[src/rtl/uart_pkg.sv]
// uart_pkg: receive FSM states and line-level constants shared by the UART blocks
package uart_pkg;
    localparam int DEF_DATA_WIDTH = 8;
    localparam logic IDLE_BIT = 1'b1;
    localparam logic START_BIT = 1'b0;
    localparam logic STOP_BIT = 1'b1;
    localparam logic PAR_EVEN = 1'b0;
    localparam logic PAR_ODD = 1'b1;
    typedef enum logic [2:0] {IDLE, START, DATA, PARITY, STOP, CHECK} rx_state_t;
endpackage

[src/rtl/uart_rx_sampler.sv]
// uart_rx_sampler: bit-period timing (edge/bit counters) and 3-sample majority vote
module uart_rx_sampler #(
    parameter int PRESCALE_W = 6,
    parameter int BIT_W = 4
) (
    input  logic                  clk,
    input  logic                  rst_n,
    input  logic                  rx,
    input  logic                  idle,
    input  logic                  start,
    input  logic [PRESCALE_W-1:0] prescale,
    output logic [BIT_W-1:0]      bit_cnt,
    output logic                  wrap,
    output logic                  dec,
    output logic                  bit_val
);
    localparam logic [PRESCALE_W-1:0] ONE = PRESCALE_W'(1);
    localparam logic [PRESCALE_W-1:0] TWO = PRESCALE_W'(2);
    logic [PRESCALE_W-1:0] p, e_cnt, half;
    logic [1:0] smp;
    assign half = p >> 1;
    assign wrap = !idle && e_cnt == p - ONE;
    assign dec = !idle && e_cnt == half + TWO;
    // the start-detect cycle is edge 0, so the counter leaves idle at 1; vote registered after the third sample
    always_ff @(posedge clk or negedge rst_n)
        if (!rst_n) begin
            p <= '0;
            e_cnt <= '0;
            bit_cnt <= '0;
            smp <= '0;
            bit_val <= 1'b0;
        end else begin
            if (idle && start) p <= prescale;
            e_cnt <= idle ? (start ? ONE : '0) : wrap ? '0 : e_cnt + ONE;
            bit_cnt <= idle ? '0 : bit_cnt + BIT_W'(wrap);
            if (e_cnt == half - ONE) smp[0] <= rx;
            if (e_cnt == half) smp[1] <= rx;
            if (e_cnt == half + ONE) bit_val <= (smp[0] & smp[1]) | (smp[0] & rx) | (smp[1] & rx);
        end
endmodule

[src/rtl/uart_rx.sv]
// uart_rx: oversampling UART receiver with parity/stop checking; UART_RX_SYNC_EN adds a 2-flop RX_IN synchronizer
module uart_rx
    import uart_pkg::*;
#(
    parameter int DATA_WIDTH = DEF_DATA_WIDTH,
    parameter int PRESCALE_W = 6
) (
    input  logic                  CLK,
    input  logic                  RST,
    input  logic                  RX_IN,
    input  logic                  PAR_EN,
    input  logic                  PAR_TYP,
    input  logic [PRESCALE_W-1:0] Prescale,
    output logic [DATA_WIDTH-1:0] P_DATA,
    output logic                  DATA_VALID,
    output logic                  PAR_ERR,
    output logic                  STP_ERR
);
    localparam int BIT_W = $clog2(DATA_WIDTH + 3);
    rx_state_t state, nxt;
    logic rx, rx_prev, start_det, idle, wrap, dec, bit_val;
    logic par_en_q, par_typ_q, par_flag, stp_flag, par_exp;
    logic [BIT_W-1:0] bit_cnt;
    logic [DATA_WIDTH-1:0] shift;
`ifdef UART_RX_SYNC_EN
    logic [1:0] sync;
    // two-flop synchronizer, resting at the line's idle level
    always_ff @(posedge CLK or negedge RST)
        if (!RST) sync <= {2{IDLE_BIT}};
        else sync <= {sync[0], RX_IN};
    assign rx = sync[1];
`else
    assign rx = RX_IN;
`endif
    assign idle = state == IDLE;
    assign start_det = rx == START_BIT && rx_prev == IDLE_BIT;
    assign par_exp = (par_typ_q == PAR_ODD) ? ~^shift : ^shift;
    uart_rx_sampler #(.PRESCALE_W(PRESCALE_W), .BIT_W(BIT_W)) u_sampler (
        .clk(CLK),
        .rst_n(RST),
        .rx(rx),
        .idle(idle),
        .start(start_det),
        .prescale(Prescale),
        .bit_cnt(bit_cnt),
        .wrap(wrap),
        .dec(dec),
        .bit_val(bit_val)
    );
    // state register
    always_ff @(posedge CLK or negedge RST)
        if (!RST) state <= IDLE;
        else state <= nxt;
    // next-state: bit_cnt counts bit periods from the start bit, so data ends at DATA_WIDTH
    always_comb begin
        nxt = state;
        case (state)
            IDLE:    nxt = start_det ? START : IDLE;
            START:   nxt = (dec && bit_val != START_BIT) ? IDLE : wrap ? DATA : START;
            DATA:    nxt = (wrap && bit_cnt == BIT_W'(DATA_WIDTH)) ? (par_en_q ? PARITY : STOP) : DATA;
            PARITY:  nxt = wrap ? STOP : PARITY;
            STOP:    nxt = dec ? CHECK : STOP;
            CHECK:   nxt = IDLE;
            default: nxt = IDLE;
        endcase
    end
    // frame config capture, deserializer, error flags; P_DATA loads on a clean stop so it is current during CHECK
    always_ff @(posedge CLK or negedge RST)
        if (!RST) begin
            rx_prev <= 1'b0;
            par_en_q <= 1'b0;
            par_typ_q <= 1'b0;
            par_flag <= 1'b0;
            stp_flag <= 1'b0;
            shift <= '0;
            P_DATA <= '0;
        end else begin
            rx_prev <= rx;
            if (idle && start_det) begin
                par_en_q <= PAR_EN;
                par_typ_q <= PAR_TYP;
                par_flag <= 1'b0;
            end
            if (state == DATA && dec) shift <= {bit_val, shift[DATA_WIDTH-1:1]};
            if (state == PARITY && dec) par_flag <= bit_val != par_exp;
            if (state == STOP && dec) begin
                stp_flag <= bit_val != STOP_BIT;
                if (!par_flag && bit_val == STOP_BIT) P_DATA <= shift;
            end
        end
    // strobes exist only in CHECK, so reset or abort can never leave one asserted
    always_comb begin
        DATA_VALID = state == CHECK && !par_flag && !stp_flag;
        PAR_ERR = state == CHECK && par_flag;
        STP_ERR = state == CHECK && stp_flag;
    end
endmodule

[config.mk]
export PLATFORM = sky130hd
export DESIGN_NAME = uart_rx
export DESIGN_NICKNAME = d
export VERILOG_FILES = /design/src/rtl/uart_pkg.sv /design/src/rtl/uart_rx_sampler.sv /design/src/rtl/uart_rx.sv
export SDC_FILE = /design/constraint.sdc
export NUM_CORES = 1
export LEC_CHECK = 0
export ABC_AREA = 0
export BUFFER_PORTS_ARGS = -buffer_cell sky130_fd_sc_hd__buf_4
export CAP_MARGIN = 0
export CORE_MARGIN = 10
export CORE_UTILIZATION = 40
export DETAILED_ROUTE_END_ITERATION = 10
export PLACE_DENSITY = 0.55
export SLEW_MARGIN = 10
export SYNTH_ARGS = -nofsm -noshare
export SYNTH_HDL_FRONTEND = slang
export SYNTH_HIERARCHICAL = 1
export SYNTH_SLANG_ARGS = --single-unit
export TNS_END_PERCENT = 100
[constraint.sdc]
create_clock -name CLK -period 2.2 [get_ports CLK]
set_clock_uncertainty 0.05 [all_clocks]
set_input_delay 0.44 -clock CLK [delete_from_list [all_inputs] [get_ports CLK]]
set_output_delay 0.44 -clock CLK [all_outputs]
set_load 0.05 [all_outputs]
==> impl_results.md <==
- Share of the clock period used by the worst path: ~100%
- Pre-antenna DRT Iters: 4
- Number of buffers added on ports: 21
- Antenna violations before repair: 0
- Proportion of synthesized chip area in sequential cells: a little over two fifths
- GRT overflow: 0
- Timing-limited maximum frequency: roughly 450 MHz
- RSZ-0062 raised after global routing: true
- Leading post-synthesis cells by cell area: sky130_fd_sc_hd__dfrtp_1, sky130_fd_sc_hd__mux2_2, sky130_fd_sc_hd__xnor2_1
- Synthesized cell area: 0.002577 mm^2
- Minimum period implied by the final worst setup slack: around 2.2 ns
- Number of routed nets with antenna violations: 0
- Count of distinct cell types in the synthesized netlist: 46
- Cell row count: 29
- Die Width: 100.3 um
- Total global routing track utilization: 11.05%
- Average wire per cell in the routed design: 15.42 um
- Simple-gate area share of the yosys netlist: between 10% and 20%
- Cell at the slowest stage of the critical path: sky130_fd_sc_hd__dfrtp_2
- Layout Cell Area excl Fill: approximately 0.0034 mm^2
- Setup CP Type: flip-flop to flip-flop
- Share of cells above drive strength 1: between 40% and 50%
- Asr flop ratio synth: 100.0%
- Effective utilization at floorplan: about two fifths
- N_diodes: 0
- Hold Violations, Final: 0
- Clock transition time at the flip-flop clock pins of the worst setup and hold paths: approximately 0.090 ns
- Outcome: finished clean
- Die ar.: 0.01005 mm^2
- Number of buffers added by the clock tree synthesis step: 5
- Final setup violation count: 0
- Max clock buf depth: 2
- CORE AREA: 0.006314 mm^2
- Buffer cell driving the clock tree root: sky130_fd_sc_hd__clkbuf_8
- Via count of the first global-routing pass: between 1,500 and 2,000
- Pin count of the biggest net entering global routing: 44
- Commonest cells after routing, fill and taps aside: sky130_fd_sc_hd__buf_4, sky130_fd_sc_hd__dfrtp_1, sky130_fd_sc_hd__xnor2_1
- Final nets: ~310
- CTS H-Tree Depth: 2
- Wire length of the first global-routing pass: between 9 and 10 mm
- Synthesized-area fraction occupied by adder cells: under 10%
- Type of element launching the critical path: flip-flop
- Dominant combinational cell family by area after synthesis: simple AND/OR/NAND/NOR gates
- XOR/XNOR share of the synthesized area: 12.43%
- Max-cap violations: 0
- Biggest cell delay along the critical path: about 0.46 ns
- Nets in the synthesized netlist: 254
- Per-instance average area after synthesis: ~11 um^2
- Critical path capture point type: flip-flop
- Highest ir drop seen on vdd: 621.4 uV
- Drc violations: 0
- Crit path cell chain: inv_2 > ha_4 > xor2_2 > nor4_2 > and3_4 > nor3b_4 > buf_12 > mux2_4
- Routability Congestion: about 0.73
- Worst hold path type: input pin to asynchronous set/reset pin
- Leakage power of the design: ~1.6 nW
- Pin slew with the least headroom to its limit: ~0.57 ns
- Post-Synthesis Cells: about 230
- Place WS: -0.1091 ns
- DRT Wirelength: 5.722 mm
- Count of clock tree sinks: 43
- Worst endpoint data arrival time: between 2 and 2.5 ns
- Via count: between 1,500 and 2,000
- Number of design-rule violations left by the first detailed-router iteration: 56
- Routed vias/inst: just over 5
- Number of warnings issued by yosys: 6
- Portion of netlist area occupied by mux cells: between 10% and 20%
- Die Height: approximately 100 um
- Setup slack of the critical path after layout: 0.0004781 ns
- Number of flops mapped to enable cells by yosys: 0
- Largest fanout of any net on the critical path: 8
- Path depth of the worst reg2reg path: 8
- Area growth syn-to-layout: 33.69%
- Top-Level Pins: 22
- Most common library cell in the layout ignoring fill and taps: sky130_fd_sc_hd__buf_4
- Fraction of synthesized cell area taken by the top area cell type: 41.75%
- Primary flip-flop cell chosen by synthesis mapping: sky130_fd_sc_hd__dfrtp_1
- Setup TNS: 0 ns
- Required arrival time at the worst endpoint: approximately 2.3 ns
- Post-place instance area: a little over 0.003 mm^2
- Clk Latency, worst-skew pair: ~0.30 ns
- Final HPWL from detailed placement: 3.904 mm
- P per Cell Area: about 1300 mW/mm^2
- Number of buffers inserted for hold repair after clock tree synthesis: 0
- Post-synth top area cell: sky130_fd_sc_hd__dfrtp_1
- Rel. slew slack: between 60% and 70%
- Synthesized-area fraction occupied by ao, oa, aoi and oai cells: between 8 and 9%
- TritonCTS clock tree: built
- Max-slew violations: 0
- Total of flip-flops plus latches after synthesis: 43
-- layer usage --
metal	vias up	GRT usage (%)	share of wire [%]
li1	930	-	-
met1	914	13.87	48
met2	29	18.25	48
met3	8	2.335	3.3
met4	0	3.913	1.3
met5	-	0	0
-- cell type report --
class / count / area (um^2)
Clock buffer: 5 / 68.82
Clock inverter: 3 / 26.28
Tap cell: 77 / 96.34
Sequential cell: 43 / 1081
Multi-Input combinational cell: 172 / 1639
Inverter: 9 / 36.28
Timing Repair Buffer: 62 / 498.0
Fill cell: 572 / 2868
-- cells by family after synthesis --
group | Yosys count
XOR/XNOR | 35
buffers and inverters | 19
AO/OA/AOI/OAI | 28
multiplexers | 27
AND/OR/NAND/NOR | 72
flip-flops | 43
adder cells (fa/ha/maj) | 10
-- synth_stat cells, types with 6 or more instances --
master and n:
sky130_fd_sc_hd__inv_1 8, sky130_fd_sc_hd__dfrtp_1 43, sky130_fd_sc_hd__a21oi_1 6, sky130_fd_sc_hd__nand3_1 8, sky130_fd_sc_hd__xor2_1 13, sky130_fd_sc_hd__o21ai_0 10
sky130_fd_sc_hd__nor3_1 6, sky130_fd_sc_hd__xnor2_1 21, sky130_fd_sc_hd__nand2_1 12, sky130_fd_sc_hd__ha_1 9, sky130_fd_sc_hd__nor2_1 13, sky130_fd_sc_hd__mux2_2 25
-- stage by stage --
| stage | power [mW] | util [%] | hold WS, ns | cells |
|---|---|---|---|---|
| final | 4.376 | 54.58 | 0.07327 | 371 |
| after global routing | 4.692 | 54.58 | 0.1135 | 371 |
| after CTS | 4.143 | 51.82 | 0.09625 | 365 |
| after detailed placement | 3.325 | 48.34 | 0.4303 | 356 |
| after global placement | 3.308 | 48.34 | 0.4320 | 356 |
| after floorplan | 2.632 | - | 0.09441 | 234 |
-- power by group --
part / internal, mW / total (mW) / switching (mW)
clock network: 0.234 / 0.542 / 0.308
registers: 0.979 / 1.24 / 0.262
logic: 1.35 / 2.59 / 1.24
total: 2.57 / 4.38 / 1.81
-- final timing paths --
kind / slack, ns / start / end
max in group asynchronous: 1.61 / RST / u_sampler/p[4]
worst max register to register: 0.0005 / u_sampler/p[2] / shift[3]
worst min-delay path: 0.07 / RST / par_en_q
min in group CLK: 0.24 / RX_IN / rx_prev
worst min register to register: 0.46 / u_sampler/smp[0] / u_sampler/smp[0]
worst max-delay path: 0.0005 / u_sampler/p[2] / shift[3]
-- worst max-delay path: cells and delay by family, from the launching register on --
family,cells,cell delay [ns]
simple gates,3,0.65
xor+xnor,1,0.14
fa+ha+maj,1,0.21
buf+inv,2,0.27
flops,1,0.46
mux,1,0.30
-- registers in the layout, indices dropped and copies added (netlist names) --
register	cells
P_DATA	8
par_en_q	1
par_flag	1
par_typ_q	1
rx_prev	1
shift	8
state	3
stp_flag	1
u_sampler/bit_cnt	4
u_sampler/bit_val	1
u_sampler/e_cnt	6
u_sampler/p	6
u_sampler/smp	2
-- what timing repair did --
item	CTS	global route
setup buffers	1	6
setup endpoints to repair	17	22
resized for setup	27	33
pin swaps	6	10
Note: power is estimated with default switching activity, not from simulation.
